File: src/rtl/alu_mul_pkg.sv
// rtl/alu_mul_pkg.sv - shared FSM states and constants for the ALU-reusing multiply sequencer
package alu_mul_pkg;
   typedef enum logic [1:0] {IDLE, CALC, DONE} state_t;
   localparam logic [4:0] ALU_OP_ADD = 5'b00100;
   localparam int         MUL_ITER   = 16;
endpackage

File: src/rtl/alu_mul_seq.sv
// rtl/alu_mul_seq.sv - 16x16 multiply sequencer driving the shared ALU adder; ALU_MUL_ZERO_SKIP_EN enables zero-operand early done
module alu_mul_seq
   import alu_mul_pkg::*;
#(
   parameter int WIDTH = 16,
   parameter int CNT_W = 5
) (
   input  logic             clk,
   input  logic             rst_n,
   input  logic             start,
   input  logic             sign,
   input  logic [WIDTH-1:0] mcand,
   input  logic [WIDTH-1:0] mplier,
   output logic             busy,
   output logic             done,
   output logic [WIDTH-1:0] prod_hi,
   output logic [WIDTH-1:0] prod_lo,
   output logic [WIDTH-1:0] alu_a,
   output logic [WIDTH-1:0] alu_b,
   output logic [4:0]       alu_op,
   output logic             alu_cin,
   output logic             alu_invb,
   output logic             alu_sign,
   input  logic [WIDTH-1:0] alu_out,
   input  logic             alu_ofl
);

   localparam logic [CNT_W-1:0] LAST_CNT = CNT_W'(MUL_ITER - 1);

   state_t           state;
   logic [WIDTH-1:0] acc;
   logic [WIDTH-1:0] q;
   logic             q_1;
   logic [CNT_W-1:0] cnt;
   logic [WIDTH-1:0] m;
   logic             sgn;

   logic             do_add;
   logic [WIDTH-1:0] sum;
   logic             top_bit;
   logic             skip;

`ifdef ALU_MUL_ZERO_SKIP_EN
   assign skip = (mcand == '0) || (mplier == '0);
`else
   assign skip = 1'b0;
`endif

   assign alu_a    = acc;
   assign alu_b    = m;
   assign alu_op   = ALU_OP_ADD;
   assign alu_sign = sgn;
   assign prod_hi  = acc;
   assign prod_lo  = q;

   // Signed add/sub may overflow the 16-bit sum; the true sign is recovered from the ALU overflow flag.
   always_comb begin
      do_add   = 1'b0;
      alu_invb = 1'b0;
      alu_cin  = 1'b0;
      if (state == CALC) begin
         if (sgn) begin
            case ({q[0], q_1})
               2'b01: do_add = 1'b1;
               2'b10: begin
                  do_add   = 1'b1;
                  alu_invb = 1'b1;
                  alu_cin  = 1'b1;
               end
               default: do_add = 1'b0;
            endcase
         end else begin
            do_add = q[0];
         end
      end
      sum = do_add ? alu_out : acc;
      if (sgn)
         top_bit = do_add ? (alu_out[WIDTH-1] ^ alu_ofl) : acc[WIDTH-1];
      else
         top_bit = do_add & alu_ofl;
   end

   always_ff @(posedge clk or negedge rst_n) begin
      if (!rst_n) begin
         state <= IDLE;
         acc   <= '0;
         q     <= '0;
         q_1   <= 1'b0;
         cnt   <= '0;
         m     <= '0;
         sgn   <= 1'b0;
         busy  <= 1'b0;
         done  <= 1'b0;
      end else begin
         case (state)
            IDLE, DONE: begin
               done <= 1'b0;
               busy <= 1'b0;
               if (start) begin
                  m   <= mcand;
                  sgn <= sign;
                  acc <= '0;
                  q_1 <= 1'b0;
                  cnt <= '0;
                  if (skip) begin
                     q     <= '0;
                     state <= DONE;
                     done  <= 1'b1;
                  end else begin
                     q     <= mplier;
                     state <= CALC;
                     busy  <= 1'b1;
                  end
               end else begin
                  state <= IDLE;
               end
            end
            CALC: begin
               {acc, q, q_1} <= {top_bit, sum, q};
               cnt           <= cnt + CNT_W'(1);
               if (cnt == LAST_CNT) begin
                  state <= DONE;
                  busy  <= 1'b0;
                  done  <= 1'b1;
               end
            end
            default: state <= IDLE;
         endcase
      end
   end

endmodule

File: config.mk
export PLATFORM = sky130hd
export DESIGN_NAME = alu_mul_seq
export DESIGN_NICKNAME = d
export VERILOG_FILES = /design/src/rtl/alu_mul_pkg.sv /design/src/rtl/alu_mul_seq.sv
export SDC_FILE = /design/constraint.sdc
export NUM_CORES = 1
export LEC_CHECK = 0
export ABC_AREA = 1
export CAP_MARGIN = 20
export CORE_MARGIN = 2
export CORE_UTILIZATION = 41
export DETAILED_ROUTE_END_ITERATION = 8
export PLACE_DENSITY = 0.87
export SETUP_SLACK_MARGIN = 0.15
export SYNTH_ARGS = -nofsm -noshare
export SYNTH_HDL_FRONTEND = slang
export SYNTH_SLANG_ARGS = --single-unit
export TNS_END_PERCENT = 1
File: constraint.sdc
create_clock -name clk -period 1.9 [get_ports clk]
set_clock_uncertainty 0.2 [all_clocks]
set_input_delay 0.475 -clock clk [delete_from_list [all_inputs] [get_ports clk]]
set_output_delay 0.475 -clock clk [all_outputs]
set_load 0.01 [all_outputs]
Word level (Yosys, flattened, before mapping)
Cells that the tools add are included.
{"block": "word_totals", "output_inout_bits": 74, "ff_bits": 59, "word_cells": 54}
{"block": "classes", "addsub": 1, "eq_ne": 8, "n_reduce_logical": 8, "bitwise_logic": 2, "n_mux": 25}
{"cell": "$pmux W16 S2", "n": 2}
{"cell": "$mux W16", "n": 3}
{"cell": "$mux W1", "n": 13}
{"cell": "$pmux W5 S2", "n": 1}
{"cell": "$pmux W1 S2", "n": 3}
{"cell": "$reduce_and A2 Y1", "n": 3}
{"cell": "$add A5 B1 Y5 const B", "n": 1}
{"cell": "$eq A5 B4 Y1 const B", "n": 1}
{"cell": "$mux W5", "n": 1}
{"cell": "$eq A2 B1 Y1 const B", "n": 2}
{"cell": "$eq A2 B2 Y1 const B", "n": 2}
{"cell": "$pmux W2 S2", "n": 1}
{"cell": "$reduce_or A2 Y1", "n": 2}
{"cell": "$ne A3 B3 Y1 const B", "n": 1}
{"cell": "$reduce_and A3 Y1", "n": 1}
{"cell": "$logic_not A2 Y1", "n": 1}
{"cell": "$mux W2", "n": 1}
{"cell": "$ne A2 B1 Y1 const B", "n": 1}
{"cell": "$ne A2 B2 Y1 const B", "n": 1}
{"cell": "$reduce_bool A2 Y1", "n": 1}
{"cell": "$and A1 B1 Y1", "n": 1}
{"cell": "$xor A1 B1 Y1", "n": 1}

Logic depth before layout (Yosys ltp)
{"block": "logic_depth", "word_depth": 8, "ltp_mapped": 8, "mapped_depth_nobuf": 8}

Worst setup path before layout
No wires, ideal clock.
{"block": "synth_timing", "path_type": "flip-flop to output port", "start": "register state[1]", "end": "output alu_invb", "slack_ns": 0.228, "required_ns": 1.225, "stages_incl_launch_ff": 5, "t_arrival_ns": 0.997, "cell_sequence": "dfrtp_1 -> inv_2 -> nand2_2 -> nor2_1 -> buf_4"}
{"block": "synth_between", "elab_chain_cells": 2}
{"item": "start: declaration", "line_no": "alu_mul_seq.sv:30", "text": "state_t state;"}
{"item": "start signal: assignment", "line_no": "alu_mul_seq.sv:85", "text": "state <= IDLE;"}
{"item": "start signal: assignment", "line_no": "alu_mul_seq.sv:107", "text": "state <= DONE;"}
{"item": "start signal: assignment", "line_no": "alu_mul_seq.sv:111", "text": "state <= CALC;"}
{"item": "$eq A2 B1 Y1", "line_no": "alu_mul_seq.sv:61", "text": "if (state == CALC) begin"}
{"item": "$mux W1"}
{"item": "end: declaration", "line_no": "alu_mul_seq.sv:22", "text": "output logic alu_invb,"}
No other way between the ends.

Final worst setup path
{"block": "layout_timing", "start": "register q_1", "end": "output alu_cin"}
{"block": "layout_between", "elab_chain_cells": 4}
{"item": "start: declaration", "line_no": "alu_mul_seq.sv:33", "text": "logic q_1;"}
{"item": "start signal: assignment", "line_no": "alu_mul_seq.sv:119", "text": "{acc, q, q_1} <= {top_bit, sum, q};"}
{"item": "$eq A2 B2 Y1", "line_no": "alu_mul_seq.sv:63", "text": "case ({q[0], q_1})"}
{"item": "$mux W1", "line_no": "alu_mul_seq.sv:63"}
{"item": "$mux W1", "line_no": "alu_mul_seq.sv:62", "text": "if (sgn) begin"}
{"item": "$mux W1", "line_no": "alu_mul_seq.sv:61"}
{"item": "end: declaration", "line_no": "alu_mul_seq.sv:21", "text": "output logic alu_cin,"}
No other way between the ends.

==> flow_summary.yaml <==
setup_path:
  worstPathMaxFanout: 2
  r2r_cells: 6
  crit_path_start_kind: "flip-flop"
  path_delay_family: "flip-flops"
  critical_path_buf_inv_count: 2
  cpMaxStageDelayCell: "dfrtp_1"
  path_cells: "inv_2 > ha_4 > nand2_2 > nor2_2 > buf_2"
  worstReg2RegEnd: "prod_lo[15]$_DFFE_PN0P_"
  critPathRequiredTime_ns: 1.22
  end_kind: "primary output"
  r2r_setup_slack_ns: 0.18
  worstPathArrival_ns: 1.21
  slowest_delay_ns: 0.37
  path_class: "reg -> out"
  r2r-start: "state[0]$_DFFE_PN0P_"
floorplanning:
  coreArea_mm2: 0.00646
  die_width_um: 86.2
  start_util_pct: 42.9
  rows: 29
  ios: 127
  die_h_um: 86.2
  dieArea_mm2: 0.00743
yosys:
  ys_warn_count: 0
  syn_area_per_cell_um2: 8.48
  synth_commonest_cells: "nand2_1, dfrtp_1, buf_4"
  async_flop_share_pct: 100
  syn-cell-area_mm2: 0.00277
  yosysTopAreaCellShare_pct: 53.3
  yosysUniqueCellTypes: 26
  synthMostInstantiatedCell: "nand2_1"
  yosys-top-cells-area: "dfrtp_1, nand2_1, buf_4"
  synth_seq_area_share_pct: 53.3
  synthCells: 327
  synth_edf_count: 0
  yosysTopAreaCell: "dfrtp_1"
  ys_seq_elements: 59
  synth_flop_cell: "dfrtp_1"
timing:
  grt_setup_unrepaired: "true"
  layout_min_cycle_time_ns: 1.88
  finalHoldViolations: 0
  setup-violations-final: 0
  holdWs_ns: 0.273
  timing.final.crit_share_pct: 99.0
  max_freq_ghz: 0.532
  setup_tns_ns: 0
  slew_violations: 0
global_route:
  grt_pass1_wl_mm: 11.8
  grt_max_degree: 60
  antenna_found_initial: 0
  grt_pass1_vias: 2569
  grt_overflow: 0
  grt.total_usage_pct: 20.3
detailed_routing:
  firstDrtPassIters: 4
  via_count: 2567
  dr.first_iter.drc_count: 128
  drc: 0
  drtAntennaViolNets: 0
  routed_wl_mm: 7.22
  avgViaCountPerCell: 4.88
  wire_per_inst_um: 13.7
placed_design:
  place_hpwl_mm: 5.06
  port_buffers: 121
  gp_congestion: 0.785
cts:
  cts_root_buf: "clkbuf_8"
  cts_tree: "done"
  cts_buffers: 9
  cts_sinks: 59
  clkTransAtPathRegs_ns: 0.07
  clock_path_buffers: 2
  clkLatencyLatePin_ns: 0.33
  htree_levels: 3
layout:
  area_growth_pct: 50.2
  fin_nets: 500
  diodes: 0
  drive_above_1_share_pct: 13.6
flow_run:
  cap_violations: 0
status:
  status: "finished clean"
pwr:
  total_power_uw: 7180
  ir_worst_vdd_mv: 0.723
  p_leak_uw: 0.00204
  p_per_area_mw_per_mm2: 1720
min_path:
  hold_class: "reg -> reg"
  min_from: "cnt[3]$_DFFE_PN0P_"
  hold_path_end: "cnt[3]$_DFFE_PN0P_"
  holdPathStages: 1
[final cells by class]
cell class	instances	area [µm²]
sequential	59	1480
multi-input combinational	222	1050
timing repair buffer	138	1290
clock buffer	9	124
clock inverter	7	78.8
tap	77	96.3
inverter	14	55.1
fill	571	2290
[flip-flops by register name, summed over array words and instances, names as in the netlist]
name	cells
alu_a	16
prod_lo	16
done	1
state	2
alu_sign	1
busy	1
alu_b	16
q_1	1
cnt	5
[report_power, final]
part / switching, µW / internal, µW / leakage, µW
logic: 2000 / 1670 / 0.00123
clock network: 531 / 611 / 0.0000916
registers: 475 / 1900 / 0.000717
total: 3000 / 4180 / 0.00204
[cells by family after synthesis]
| group | synth area share [%] |
|---|---|
| adders and majority gates | 1.35 |
| buffers and inverters | 10.9 |
| DFF | 53.3 |
| other | 0.271 |
| and+or+nand+nor | 25.0 |
| AOI/OAI and AO/OA | 9.17 |
[layer usage]
metal	vias to the layer above	track usage, %	part of all wire, %
met3	6	6.38	7.5
met2	107	34.6	50
met4	0	7.53	0.78
met1	1210	24.2	42
li1	1244	-	-
met5	-	0	0
[worst reg2reg max path, cell delays in order (launching register included)]
cell,delay [ns]
dfrtp_1,0.42
inv_2,0.11
nor2_8,0.28
nand3_4,0.28
nand2_2,0.15
nand3_2,0.08
a21oi_2,0.14
[cell usage in the layout, fill, tap and decap left out, types with 2 or more instances in the layout]
master,count
nand3_1,18
o21ai_0,16
inv_2,5
buf_4,14
clkbuf_8,9
o21ai_1,20
clkdlybuf4s15_1,21
nand2_1,119
clkdlybuf4s50_1,51
nor2_1,15
o22ai_1,3
a21oi_1,3
nand2_2,5
clkinv_4,3
nor2_2,6
buf_2,5
inv_1,8
ha_1,2
conb_1,5
dlygate4sd2_1,44
clkinvlp_4,3
dfrtp_1,59
buf_12,2
[repair_timing]
action                                 in CTS  in global routing
setup buffers                               3                  0
endpoints found under the hold margin      59                  0
hold buffers                                1                  0
resized for setup                          83                 33
setup endpoints to repair                  69                 33
pin swaps                                   2                  6
[worst max path at each step]
stage	startpoint	to	slack, ns	cells after the start
finish	q_1$_DFFE_PN0P_	alu_cin	0.02	5
global route	q_1$_DFFE_PN0P_	alu_invb	-0.05	5
CTS	q_1$_DFFE_PN0P_	alu_cin	0.01	5
detailed placement	q_1$_DFFE_PN0P_	alu_cin	-0.1	5
global placement	q_1$_DFFE_PN0P_	alu_cin	-0.04	5
floorplan	state[1]$_DFFE_PN0P_	alu_invb	0.23	4
[stage by stage]
step / std cells / utilization (%) / worst slack (ns) / instance area (µm²)
floorplan: 330 / - / 0.228 / 2780
global placement: 506 / 61.3 / -0.0420 / 3960
detailed placement: 506 / 61.3 / -0.0986 / 3960
CTS: 526 / 63.4 / 0.0117 / 4100
global route: 526 / 64.5 / -0.0505 / 4160
finish: 526 / 64.5 / 0.0196 / 4160
Power figures use the tool's default switching activity.
